===== src/rtl/led_pkg.sv =====
// Shared state encoding and default timing for the LED strand driver.
package led_pkg;

  typedef enum logic [1:0] {
    IDLE  = 2'd0,
    FETCH = 2'd1,
    SHIFT = 2'd2,
    LATCH = 2'd3
  } led_state_t;

  localparam int DEF_NUM_LEDS          = 50;
  localparam int DEF_LED_ADDRESS_WIDTH = 10;
  localparam int DEF_BIT_PERIOD_CYCLES = 125;
  localparam int DEF_HIGH_0_CYCLES     = 35;
  localparam int DEF_HIGH_1_CYCLES     = 70;
  localparam int DEF_LATCH_CYCLES      = 6000;
  localparam int BITS_PER_LED          = 24;

  // Counter width able to hold 0..max_count-1, never narrower than one bit.
  function automatic int cnt_width(input int max_count);
    return (max_count > 1) ? $clog2(max_count) : 1;
  endfunction

endpackage


===== src/rtl/led_bit_encoder.sv =====
// One encoded bit per start: a BIT_PERIOD_CYCLES window, high for the first
// HIGH_x_CYCLES of it, where x is the bit presented on bit_value.
module led_bit_encoder
  import led_pkg::*;
#(
  parameter int BIT_PERIOD_CYCLES = DEF_BIT_PERIOD_CYCLES,
  parameter int HIGH_0_CYCLES     = DEF_HIGH_0_CYCLES,
  parameter int HIGH_1_CYCLES     = DEF_HIGH_1_CYCLES
) (
  input  logic clk_led,
  input  logic rst,
  input  logic start,
  input  logic bit_value,
  output logic bit_done,
  output logic pulse
);

  localparam int CW = cnt_width(BIT_PERIOD_CYCLES);
  localparam logic [CW-1:0] LAST_CNT = CW'(BIT_PERIOD_CYCLES - 1);
  localparam logic [CW:0]   HIGH_0   = (CW+1)'(HIGH_0_CYCLES);
  localparam logic [CW:0]   HIGH_1   = (CW+1)'(HIGH_1_CYCLES);
  localparam logic [CW:0]   ONE      = (CW+1)'(1);

  logic [CW-1:0] cnt;
  logic [CW:0]   cnt_next;
  logic [CW:0]   high_len;
  logic          active;

  assign cnt_next = {1'b0, cnt} + ONE;
  assign high_len = bit_value ? HIGH_1 : HIGH_0;
  assign bit_done = active && (cnt == LAST_CNT);

  // The high phase begins on the start edge itself, so both high times must be non-zero.
  always_ff @(posedge clk_led) begin
    if (rst) begin
      cnt    <= '0;
      active <= 1'b0;
      pulse  <= 1'b0;
    end else if (start) begin
      cnt    <= '0;
      active <= 1'b1;
      pulse  <= 1'b1;
    end else if (bit_done) begin
      cnt    <= '0;
      active <= 1'b0;
      pulse  <= 1'b0;
    end else if (active) begin
      cnt    <= cnt_next[CW-1:0];
      pulse  <= (cnt_next < high_len);
    end
  end

endmodule


===== src/rtl/led_strip_driver.sv =====
// Fetches one colour per LED from upstream and streams the whole strand, then
// holds the line low long enough for the LEDs to latch.
//
// state | meaning
// IDLE  | line low, address 0, waiting for refresh_enable
// FETCH | waiting for color_valid on the current address
// SHIFT | 24 bits of the loaded LED on the line, MSB first
// LATCH | line low for LATCH_CYCLES, then frame_done
module led_strip_driver
  import led_pkg::*;
#(
  parameter int NUM_LEDS          = DEF_NUM_LEDS,
  parameter int LED_ADDRESS_WIDTH = DEF_LED_ADDRESS_WIDTH,
  parameter int BIT_PERIOD_CYCLES = DEF_BIT_PERIOD_CYCLES,
  parameter int HIGH_0_CYCLES     = DEF_HIGH_0_CYCLES,
  parameter int HIGH_1_CYCLES     = DEF_HIGH_1_CYCLES,
  parameter int LATCH_CYCLES      = DEF_LATCH_CYCLES
) (
  input  logic                         clk_led,
  input  logic                         rst,
  input  logic                         refresh_enable,
  input  logic [7:0]                   green_in,
  input  logic [7:0]                   red_in,
  input  logic [7:0]                   blue_in,
  input  logic                         color_valid,
  output logic [LED_ADDRESS_WIDTH-1:0] next_led_request_address,
  output logic                         strand_out,
  output logic                         busy,
  output logic                         frame_done
);

  localparam int BW = cnt_width(BITS_PER_LED);
  localparam int LW = cnt_width(LATCH_CYCLES);
  localparam logic [LED_ADDRESS_WIDTH-1:0] LAST_ADDR  = LED_ADDRESS_WIDTH'(NUM_LEDS - 1);
  localparam logic [LED_ADDRESS_WIDTH-1:0] ADDR_ONE   = LED_ADDRESS_WIDTH'(1);
  localparam logic [BW-1:0]                LAST_BIT   = BW'(BITS_PER_LED - 1);
  localparam logic [BW-1:0]                BIT_ONE    = BW'(1);
  localparam logic [LW-1:0]                LATCH_LOAD = LW'(LATCH_CYCLES - 1);
  localparam logic [LW-1:0]                LATCH_ONE  = LW'(1);

  led_state_t  state;
  logic [23:0] shift_reg;
  logic [BW-1:0] bit_idx;
  logic [LW-1:0] latch_cnt;
  logic        last_led;
  logic        bit_done;
  logic        led_end;
  logic        load;
  logic        enc_start;

  // A load can also happen on the final cycle of the previous LED, which keeps
  // consecutive LEDs back-to-back on the line.
  always_comb begin
    led_end   = 1'b0;
    load      = 1'b0;
    enc_start = 1'b0;
    led_end   = (state == SHIFT) && bit_done && (bit_idx == LAST_BIT);
    load      = color_valid && ((state == FETCH) || (led_end && !last_led));
    enc_start = load || ((state == SHIFT) && bit_done && !led_end);
  end

  always_ff @(posedge clk_led) begin
    if (rst) begin
      state                    <= IDLE;
      next_led_request_address <= '0;
      shift_reg                <= '0;
      bit_idx                  <= '0;
      latch_cnt                <= '0;
      last_led                 <= 1'b0;
      frame_done               <= 1'b0;
    end else begin
      frame_done <= 1'b0;
      if (load) begin
        shift_reg <= {green_in, red_in, blue_in};
        bit_idx   <= '0;
        last_led  <= (next_led_request_address == LAST_ADDR);
        if (next_led_request_address < LAST_ADDR)
          next_led_request_address <= next_led_request_address + ADDR_ONE;
        state     <= SHIFT;
      end else begin
        case (state)
          IDLE: begin
            next_led_request_address <= '0;
            if (refresh_enable)
              state <= FETCH;
          end
          FETCH: begin
            state <= FETCH;
          end
          SHIFT: begin
            if (bit_done) begin
              if (led_end) begin
                if (last_led) begin
                  state                    <= LATCH;
                  latch_cnt                <= LATCH_LOAD;
                  next_led_request_address <= '0;
                end else begin
                  state <= FETCH;
                end
              end else begin
                shift_reg <= {shift_reg[22:0], 1'b0};
                bit_idx   <= bit_idx + BIT_ONE;
              end
            end
          end
          LATCH: begin
            // refresh_enable only matters here, so a frame is never cut short.
            if (latch_cnt == '0) begin
              frame_done <= 1'b1;
              state      <= refresh_enable ? FETCH : IDLE;
            end else begin
              latch_cnt <= latch_cnt - LATCH_ONE;
            end
          end
          default: state <= IDLE;
        endcase
      end
    end
  end

  assign busy = (state != IDLE);

  led_bit_encoder #(
    .BIT_PERIOD_CYCLES(BIT_PERIOD_CYCLES),
    .HIGH_0_CYCLES    (HIGH_0_CYCLES),
    .HIGH_1_CYCLES    (HIGH_1_CYCLES)
  ) u_encoder (
    .clk_led  (clk_led),
    .rst      (rst),
    .start    (enc_start),
    .bit_value(shift_reg[23]),
    .bit_done (bit_done),
    .pulse    (strand_out)
  );

endmodule


===== config.mk =====
export PLATFORM = sky130hd
export DESIGN_NAME = led_strip_driver
export DESIGN_NICKNAME = d
export VERILOG_FILES = /design/src/rtl/led_pkg.sv /design/src/rtl/led_bit_encoder.sv /design/src/rtl/led_strip_driver.sv
export SDC_FILE = /design/constraint.sdc
export NUM_CORES = 1
export LEC_CHECK = 0
export BUFFER_PORTS_ARGS = -buffer_cell sky130_fd_sc_hd__buf_2
export CAP_MARGIN = 20
export CORE_UTILIZATION = 32
export DETAILED_ROUTE_END_ITERATION = 6
export SLEW_MARGIN = 10
export SYNTH_ARGS = -nofsm -noshare
export SYNTH_HDL_FRONTEND = slang
export SYNTH_SLANG_ARGS = --single-unit

===== constraint.sdc =====
create_clock -name clk_led -period 2.2 [get_ports clk_led]
set_input_delay 0.44 -clock clk_led [delete_from_list [all_inputs] [get_ports clk_led]]
set_output_delay 0.44 -clock clk_led [all_outputs]
set_load 0.05 [all_outputs]

==> flow_summary_export.csv, run 1 <==
group,metric,value,unit
pwr,p_leak,1.532,nW
yosys,syn_avg_cell_area,8.762,µm²
yosys,yosys-top-cells-count,"70 x nand2_1, 65 x dfxtp_1, 45 x nor2_1",
floorplanning,top_level_ports,41,
cts,cts.sinks,65,
yosys,ys_top_cells_by_area,"dfxtp_1 39%, a311oi_2 9.4%, nand2_1 7.8%",
routing,postRouteAntennaNets,0,
timing,clock_skew,0.008957,ns
floorplanning,coreArea,10280,µm²
cts,postCtsSetupRepairBufs,0,
placement,numPortBuffers,40,
yosys,synth_edf_count,0,
global_route,grt_pass1_wl,13080,µm
timing,finalHoldViolations,0,
yosys,ys.flop_type,"dfxtp_1",
worst_setup_path,end_kind,"register",
yosys,async_flop_share,0,%
timing,min_period,2.036,ns
routing,drt_iter0_drc,119,
worst_setup_path,rrSetupSlack,0.16,ns
worst_hold_path,hold_depth,3,
pwr,irDropWorstVdd,320.5,µV
placement,dp_hpwl,5252,µm
worst_setup_path,cp_slowest_cell,"or4_4",
routing,avgRoutedWirePerCell,13.28,µm
layout,largest_reg_flops,24,
placement,place_area,3727,µm²
cts,clock_path_buffers,2,
yosys,syn_inst,384,
pwr,power,2.652,mW
worst_setup_path,cp.arrival,2.27,ns
routing,drc,0,
yosys,syn_area,3364,µm²
cts,cts_tree,"built",
cts,numCtsBuffers,9,
timing,worst_slew_pin_slew,0.4767,ns
yosys,yosysTopAreaCellShare,38.68,%
cts,cts_resized,0,
timing,setup_viol,0,
cts,cts-root-buf,"clkbuf_8",
worst_setup_path,cp_cell_sequence,"ha_1, nand4b_4, or4_4, a21oi_4, nand4_1, mux2i_1",
global_route,antenna_found_initial,0,
global_route,grt_max_degree,47,
worst_hold_path,hold_start,"blue_in[0]",
placement,place_ws,0.06917,ns
worst_setup_path,crit_path_start_kind,"register",
pwr,p_per_area,670.5,nW/µm²
yosys,ys_types,50,
layout,final_nets,467,
timing,fin_ws,0.1641,ns
routing,routed_wl,7570,µm
layout,instances_no_fill,570,
routing,vias,2881,
worst_setup_path,cp_max_fo,8,
placement,place_inst,553,
floorplanning,fp-row-count,37,
cts,cts-htree-levels,3,
routing,via_per_inst,5.054,
layout,synthToLayoutAreaGrowth,17.55,%
cts,clk_pin_slew,0.07,ns
timing,drv_slew,0,
worst_setup_path,r2r-start,"bit_idx[0]",
timing,fmax,0.4912,GHz
layout,design_area,3955,µm²
run,maxCapViolations,0,
global_route,grt_pass1_vias,2845,
worst_hold_path,hold_path_end,"shift_reg[0]",
floorplanning,start_util,32.74,%
timing,tns,0,ns
worst_setup_path,crit_buf_inv,0,
floorplanning,dieArea,10930,µm²
global_route,grt_overflow,0,
worst_setup_path,critical_path_class,"reg2reg",
worst_setup_path,reg2regPathDepth,6,
yosys,synth_largest_area_cell,"dfxtp_1",
layout,fillers,1082,
yosys,synth_most_common_cell,"nand2_1",
worst_setup_path,crit_family,"simple AND/OR/NAND/NOR gates",
worst_setup_path,r2r_end,"next_led_request_address[4]",
worst_setup_path,critPathRequiredTime,2.43,ns
yosys,synth.yosys.seq_area_share,38.68,%
floorplanning,die_h,104.5,µm
layout,final_layout_size_suffix_gt1_share,24.42,%
timing,period_share,92.54,%
routing,first_pass_iters,4,
placement,gp_congestion,0.8010,
yosys,syn-num-nets,422,
timing,relSlewSlack,67.95,%
cts,insertion_delay,0.34,ns
worst_setup_path,critPathMaxStageDelay,0.61,ns
outcome,status,"finished clean",
yosys,synth_seq_cells,65,
yosys,ys_warn_count,0,
global_route,grt_use_total,14.50,%
timing,rsz0062_at_grt,"false",
worst_hold_path,hold_class,"in2reg",
floorplanning,die_x,104.5,µm
layout,antenna_cells,0,
cts,ctsHoldBuffers,0,
-- worst min-delay path: cells and delay by family --
family                 cells  cell delay [ns]
AND/OR/NAND/NOR            1             0.04
AO/OA/AOI/OAI              1             0.05
buffers and inverters      1             0.10
-- area by class of cell --
type / count / area (µm²) / share of cell area [%]
timing repair buffer: 57 / 340.3 / 8.605
clock buffer: 9 / 123.9 / 3.132
sequential: 65 / 1301 / 32.90
clock inverter: 7 / 95.09 / 2.404
multi-input combinational: 285 / 1883 / 47.61
tap: 136 / 170.2 / 4.302
inverter: 11 / 41.29 / 1.044
-- cell families after synthesis --
kind of cell               Yosys count  share of synthesized area (%)
AOI/OAI and AO/OA                   61                          17.37
xor gates and xnor gates            22                          5.727
adders and majority gates           10                          3.719
buffers and inverters               35                          5.615
and+or+nand+nor                    189                          28.30
muxes                                2                         0.5950
DFF                                 65                          38.68
-- cell usage in the layout, fill, tap and decap left out, types with 2 or more instances in the layout --
cell        n
xor2_1     10
nand4_1     9
clkinv_2    2
ha_1       10
a311oi_1    3
a22oi_1     2
and3_1      4
a211oi_1    6
xnor2_1    12
dfxtp_1    65
nand3b_1    3
nand4b_4    2
o31ai_1     2
nand3_1    14
inv_1      11
buf_2      40
nand2_1    70
mux2i_1     2
and2_4      2
and2_1      6
a311oi_2   21
and4_1      2
clkinv_4    2
bufinv_16   2
nor3_1      8
o21ai_0     5
a21oi_1    15
clkbuf_8    9
or2_2       4
buf_4      16
nor4_1     11
nor2_1     45
-- metal layers --
| layer | track usage, % | up-vias | routed length (µm) | share of wire [%] |
|---|---|---|---|---|
| li1 | - | 1458 | - | - |
| met1 | 18.22 | 1368 | 3686 | 49 |
| met2 | 23.75 | 46 | 3493 | 46 |
| met3 | 4.242 | 9 | 307 | 4.1 |
| met4 | 4.592 | 0 | 82 | 1.1 |
| met5 | 0 | - | 0 | 0 |
-- worst max path at each step --
stage	cells after the start	to	slack [ns]	startpoint
after floorplan	10	shift_reg[10]	0.06	u_encoder.cnt[0]
after global placement	6	shift_reg[21]	0.13	bit_idx[0]
after detailed placement	6	shift_reg[9]	0.07	bit_idx[0]
after CTS	6	shift_reg[21]	0.06	bit_idx[0]
after global routing	6	next_led_request_address[4]	0.02	bit_idx[0]
final	6	next_led_request_address[4]	0.16	bit_idx[0]
-- power by group --
part	internal, mW	switching [mW]	total (mW)
clock network	0.637	0.481	1.12
logic	0.110	0.175	0.284
registers	1.22	0.0276	1.25
-- per-stage QoR --
step                      hold slack [ns]  utilization (%)
after floorplan                    0.4427                -
after global placement             0.4552            36.27
after detailed placement           0.4630            36.27
after CTS                          0.3162            38.40
after global routing               0.3419            38.48
final                              0.3361            38.48
Note: power is estimated with default switching activity, not from simulation.
==> run 2, diff against run 1 <==
--- a/config.mk
+++ b/config.mk
@@ -9,6 +9,7 @@
 export CAP_MARGIN = 20
 export CORE_UTILIZATION = 32
 export DETAILED_ROUTE_END_ITERATION = 6
+export PLACE_DENSITY = 0.58
 export SLEW_MARGIN = 10
 export SYNTH_ARGS = -nofsm -noshare
 export SYNTH_HDL_FRONTEND = slang
==> flow_summary_export.csv, run 2 (synthesis results as in run 1) <==
group,metric,value,unit
worst_setup_path,crit_family,"simple AND/OR/NAND/NOR gates",
layout,layout_common_cells,"70 x nand2_1, 64 x dfxtp_1, 45 x nor2_1",
worst_setup_path,end_kind,"register",
pwr,p_per_area,628.3,nW/µm²
global_route,antenna_found_initial,0,
worst_setup_path,cp_slowest_cell,"or4_4",
timing,tns,0,ns
cts,cts-root-buf,"clkbuf_8",
outcome,status,"finished clean",
layout,final_nets,467,
timing,worst_slew_pin_slew,0.4839,ns
cts,numCtsBuffers,9,
routing,vias,2882,
cts,postCtsSetupRepairBufs,0,
layout,largest_reg_flops,24,
placement,numPortBuffers,40,
timing,drv_slew,0,
layout,antenna_cells,0,
layout,utilization,38.15,%
cts,insertion_delay,0.35,ns
placement,gp_congestion,0.8189,
run,maxCapViolations,0,
global_route,grt_pass1_wl,12950,µm
cts,cts-htree-levels,3,
routing,via_per_inst,5.056,
floorplanning,top_level_ports,41,
floorplanning,dieArea,10930,µm²
routing,avgRoutedWirePerCell,13.45,µm
layout,instances_no_fill,570,
worst_setup_path,cp.arrival,2.27,ns
layout,final_layout_size_suffix_gt1_share,24.88,%
layout,synthToLayoutAreaGrowth,16.55,%
global_route,grt_max_degree,47,
placement,place_inst,553,
worst_setup_path,cp_cell_sequence,"ha_1, nand4b_4, or4_4, a21oi_4, nand4_1, mux2i_1",
cts,ctsHoldBuffers,0,
cts,cts_resized,0,
routing,drt_iter0_drc,76,
worst_setup_path,critPathRequiredTime,2.43,ns
worst_hold_path,hold_class,"in2reg",
pwr,irDropWorstVdd,300.8,µV
cts,clk_pin_slew,0.07,ns
timing,min_period,2.037,ns
layout,regArea,1303,µm²
placement,dp_hpwl,5253,µm
floorplanning,fp-row-count,37,
routing,drc,0,
floorplanning,start_util,32.74,%
routing,routed_wl,7664,µm
pwr,p_leak,1.510,nW
routing,first_pass_iters,4,
worst_setup_path,crit_buf_inv,0,
routing,postRouteAntennaNets,0,
layout,fillers,1094,
cts,cts_tree,"built",
timing,finalHoldViolations,0,
layout,multi_input_area,1886,µm²
floorplanning,die_x,104.5,µm
cts,clock_path_buffers,2,
worst_setup_path,critPathMaxStageDelay,0.61,ns
worst_setup_path,reg2regPathDepth,6,
timing,rsz0062_at_grt,"false",
worst_hold_path,hold_depth,3,
global_route,grt_use_total,14.49,%
timing,clock_skew,0.009498,ns
worst_setup_path,cp_max_fo,8,
global_route,grt_pass1_vias,2843,
worst_setup_path,critical_path_class,"reg2reg",
worst_setup_path,crit_path_start_kind,"register",
floorplanning,coreArea,10280,µm²
cts,cts.sinks,65,
timing,period_share,92.58,%
timing,relSlewSlack,67.47,%
timing,setup_viol,0,
timing,fmax,0.4910,GHz
global_route,grt_overflow,0,
timing,hold_ws,0.3324,ns
layout,final_common_cell,"nand2_1",
floorplanning,die_h,104.5,µm
worst_setup_path,cp_num_cells,6,
[run 2: per-layer routing]
| layer | routed length, µm | global-route usage, % |
|---|---|---|
| met1 | 3729 | 17.81 |
| met2 | 3506 | 24.03 |
| met3 | 325 | 4.304 |
| met4 | 101 | 4.898 |
| met5 | 0 | 0 |
[run 2: metrics by stage]
step,setup slack [ns],area [µm²],total power [mW]
2_1_floorplan,0.06170,3364,1.487
3_3_place_gp,0.1410,3727,1.552
3_5_place_dp,0.05168,3727,1.558
4_1_cts,0.03858,3909,2.492
5_1_grt,0.003567,3921,2.587
6_report,0.1633,3921,2.464
[run 2: layout make-up]
cell class	count	area share [%]
Tap cell	136	4.339
Multi-Input combinational cell	285	48.09
Sequential cell	65	33.22
Clock inverter	5	0.7658
Timing Repair Buffer	57	8.679
Inverter	11	1.053
Clock buffer	11	3.861
[run 2: path summary, 6_finish.rpt]
path / start / to / slack (ns)
max: bit_idx[0] / next_led_request_address[4] / 0.16
min: blue_in[0] / shift_reg[0] / 0.33
max reg2reg: bit_idx[0] / next_led_request_address[4] / 0.16
min reg2reg: shift_reg[20] / shift_reg[20] / 0.47
[run 2: report_power, final]
group	internal, mW	switching (mW)
sequential	1.22	0.0296
clock	0.464	0.462
combinational	0.112	0.173
[run 2: worst min-delay path: cells and delay by family]
kind / cells / cell delay (ns)
AND/OR/NAND/NOR: 1 / 0.04
AO/OA/AOI/OAI: 1 / 0.05
buffers and inverters: 1 / 0.10
==> run 3, diff against run 2 <==
--- a/config.mk
+++ b/config.mk
@@ -7,9 +7,9 @@
 export LEC_CHECK = 0
 export BUFFER_PORTS_ARGS = -buffer_cell sky130_fd_sc_hd__buf_2
 export CAP_MARGIN = 20
-export CORE_UTILIZATION = 32
+export CORE_UTILIZATION = 25
 export DETAILED_ROUTE_END_ITERATION = 6
-export PLACE_DENSITY = 0.58
+export PLACE_DENSITY = 0.49
 export SLEW_MARGIN = 10
 export SYNTH_ARGS = -nofsm -noshare
 export SYNTH_HDL_FRONTEND = slang
==> flow_summary_export.csv, run 3 (synthesis results as in run 1) <==
group,metric,value,unit
cts,postCtsSetupRepairBufs,0,
pwr,power,2.863,mW
worst_setup_path,critPathRequiredTime,2.42,ns
floorplanning,coreArea,13190,µm²
routing,vias,2928,
worst_setup_path,rrSetupSlack,0.13,ns
routing,drt_iter0_drc,152,
routing,postRouteAntennaNets,0,
worst_hold_path,hold_depth,3,
placement,dp_hpwl,5506,µm
worst_hold_path,hold_class,"in2reg",
worst_setup_path,r2r_end,"next_led_request_address[4]",
worst_setup_path,crit_path_start_kind,"register",
cts,cts-root-buf,"clkbuf_16",
floorplanning,die_h,118.0,µm
cts,clock_path_buffers,2,
routing,drc,0,
cts,insertion_delay,0.33,ns
global_route,grt_pass1_vias,2902,
global_route,grt_overflow,0,
timing,fmax,0.4832,GHz
timing,finalHoldViolations,0,
layout,synthToLayoutAreaGrowth,20.79,%
timing,worst_slew_pin_slew,0.5056,ns
worst_setup_path,r2r-start,"bit_idx[0]",
layout,layout_common_cells,"70 x nand2_1, 65 x dfxtp_1, 45 x nor2_1",
floorplanning,dieArea,13930,µm²
routing,routed_wl,8202,µm
placement,gp_congestion,0.7880,
floorplanning,top_level_ports,41,
layout,design_area,4064,µm²
placement,numPortBuffers,40,
timing,rsz0062_at_grt,"false",
pwr,p_leak,1.569,nW
floorplanning,die_x,118.0,µm
timing,clock_skew,0.004829,ns
timing,setup_viol,0,
worst_setup_path,end_kind,"register",
timing,tns,0,ns
cts,ctsHoldBuffers,0,
timing,min_period,2.069,ns
timing,drv_slew,0,
pwr,p_per_area,704.6,nW/µm²
routing,avgRoutedWirePerCell,13.40,µm
layout,final_common_cell,"nand2_1",
layout,largest_reg_flops,24,
timing,relSlewSlack,65.98,%
cts,numCtsBuffers,9,
placement,place_area,3780,µm²
global_route,antenna_found_initial,0,
worst_setup_path,reg2regPathDepth,6,
routing,via_per_inst,4.784,
cts,cts.sinks,65,
layout,antenna_cells,0,
worst_setup_path,cp_max_fo,8,
pwr,irDropWorstVdd,349.5,µV
global_route,grt_max_degree,47,
timing,period_share,94.07,%
routing,first_pass_iters,4,
outcome,status,"finished clean",
run,maxCapViolations,0,
layout,fillers,1405,
cts,cts_tree,"built",
worst_setup_path,critical_path_class,"reg2reg",
floorplanning,start_util,25.51,%
layout,final_layout_size_suffix_gt1_share,24.31,%
cts,clk_pin_slew,0.05,ns
worst_hold_path,hold_start,"blue_in[0]",
cts,cts-htree-levels,3,
global_route,grt_pass1_wl,13770,µm
worst_hold_path,hold_path_end,"shift_reg[0]",
floorplanning,fp-row-count,42,
worst_setup_path,cp.arrival,2.29,ns
global_route,grt_use_total,12.30,%
layout,final_nets,469,
## run 3: cell types whose count changed in the layout (fill, tap and decap cells not counted), sizes merged
cell	delta
buf	+2
clkinvlp	-2
clkbuf	+2
## run 3: worst max path at each step
| stage | start | endpoint | slack [ns] | cells after the start |
|---|---|---|---|---|
| after floorplan | u_encoder.cnt[0] | shift_reg[10] | 0.06 | 10 |
| after global placement | bit_idx[0] | shift_reg[14] | 0.12 | 6 |
| after detailed placement | bit_idx[0] | shift_reg[12] | 0.05 | 6 |
| after CTS | bit_idx[0] | shift_reg[12] | 0.03 | 6 |
| after global routing | u_encoder.cnt[4] | u_encoder.pulse | 0.01 | 7 |
| final | bit_idx[0] | next_led_request_address[4] | 0.13 | 6 |
## run 3: where the power goes
part           leakage (nW)  total, mW  switching [mW]  internal [mW]
clock network         0.139       1.32           0.500          0.818
logic                 0.902      0.294           0.180          0.113
registers             0.527       1.25          0.0267           1.22
## run 3: per-stage QoR
step | hold WS [ns] | worst slack (ns) | util (%) | std cells
finish | 0.3454 | 0.1305 | 30.81 | 612
global route | 0.3455 | 0.01252 | 30.81 | 612
CTS | 0.3339 | 0.03202 | 30.74 | 611
detailed placement | 0.4664 | 0.04576 | 28.66 | 595
global placement | 0.4579 | 0.1247 | 28.66 | 595
floorplan | 0.4427 | 0.06170 | - | 384
## run 3: critical path, cell delays in order (launching register included)
cell and delay (ns):
dfxtp_1 0.37, ha_1 0.27, nand4b_4 0.12, or4_4 0.62, a21oi_4 0.28, nand4_1 0.15
mux2i_1 0.14
## run 3: cell type report
type | count | area (µm²) | area share, %
Clock buffer | 13 | 260.3 | 6.404
Clock inverter | 3 | 15.01 | 0.3695
Timing Repair Buffer | 59 | 342.8 | 8.436
Sequential cell | 65 | 1301 | 32.02
Tap cell | 176 | 220.2 | 5.419
Multi-Input combinational cell | 285 | 1883 | 46.34
Inverter | 11 | 41.29 | 1.016
## run 3: per-layer routing
metal / vias up / global-route usage, % / wire [µm]
met4: 0 / 4.407 / 119
li1: 1455 / - / -
met3: 12 / 4.457 / 476
met2: 67 / 19.30 / 3575
met5: - / 0 / 0
met1: 1394 / 15.40 / 4031
## run 3: what timing repair did
action / CTS / global route
setup endpoints to repair: 0 / 24
endpoints found under the hold margin: 0 / 0
resized for setup: 0 / 2
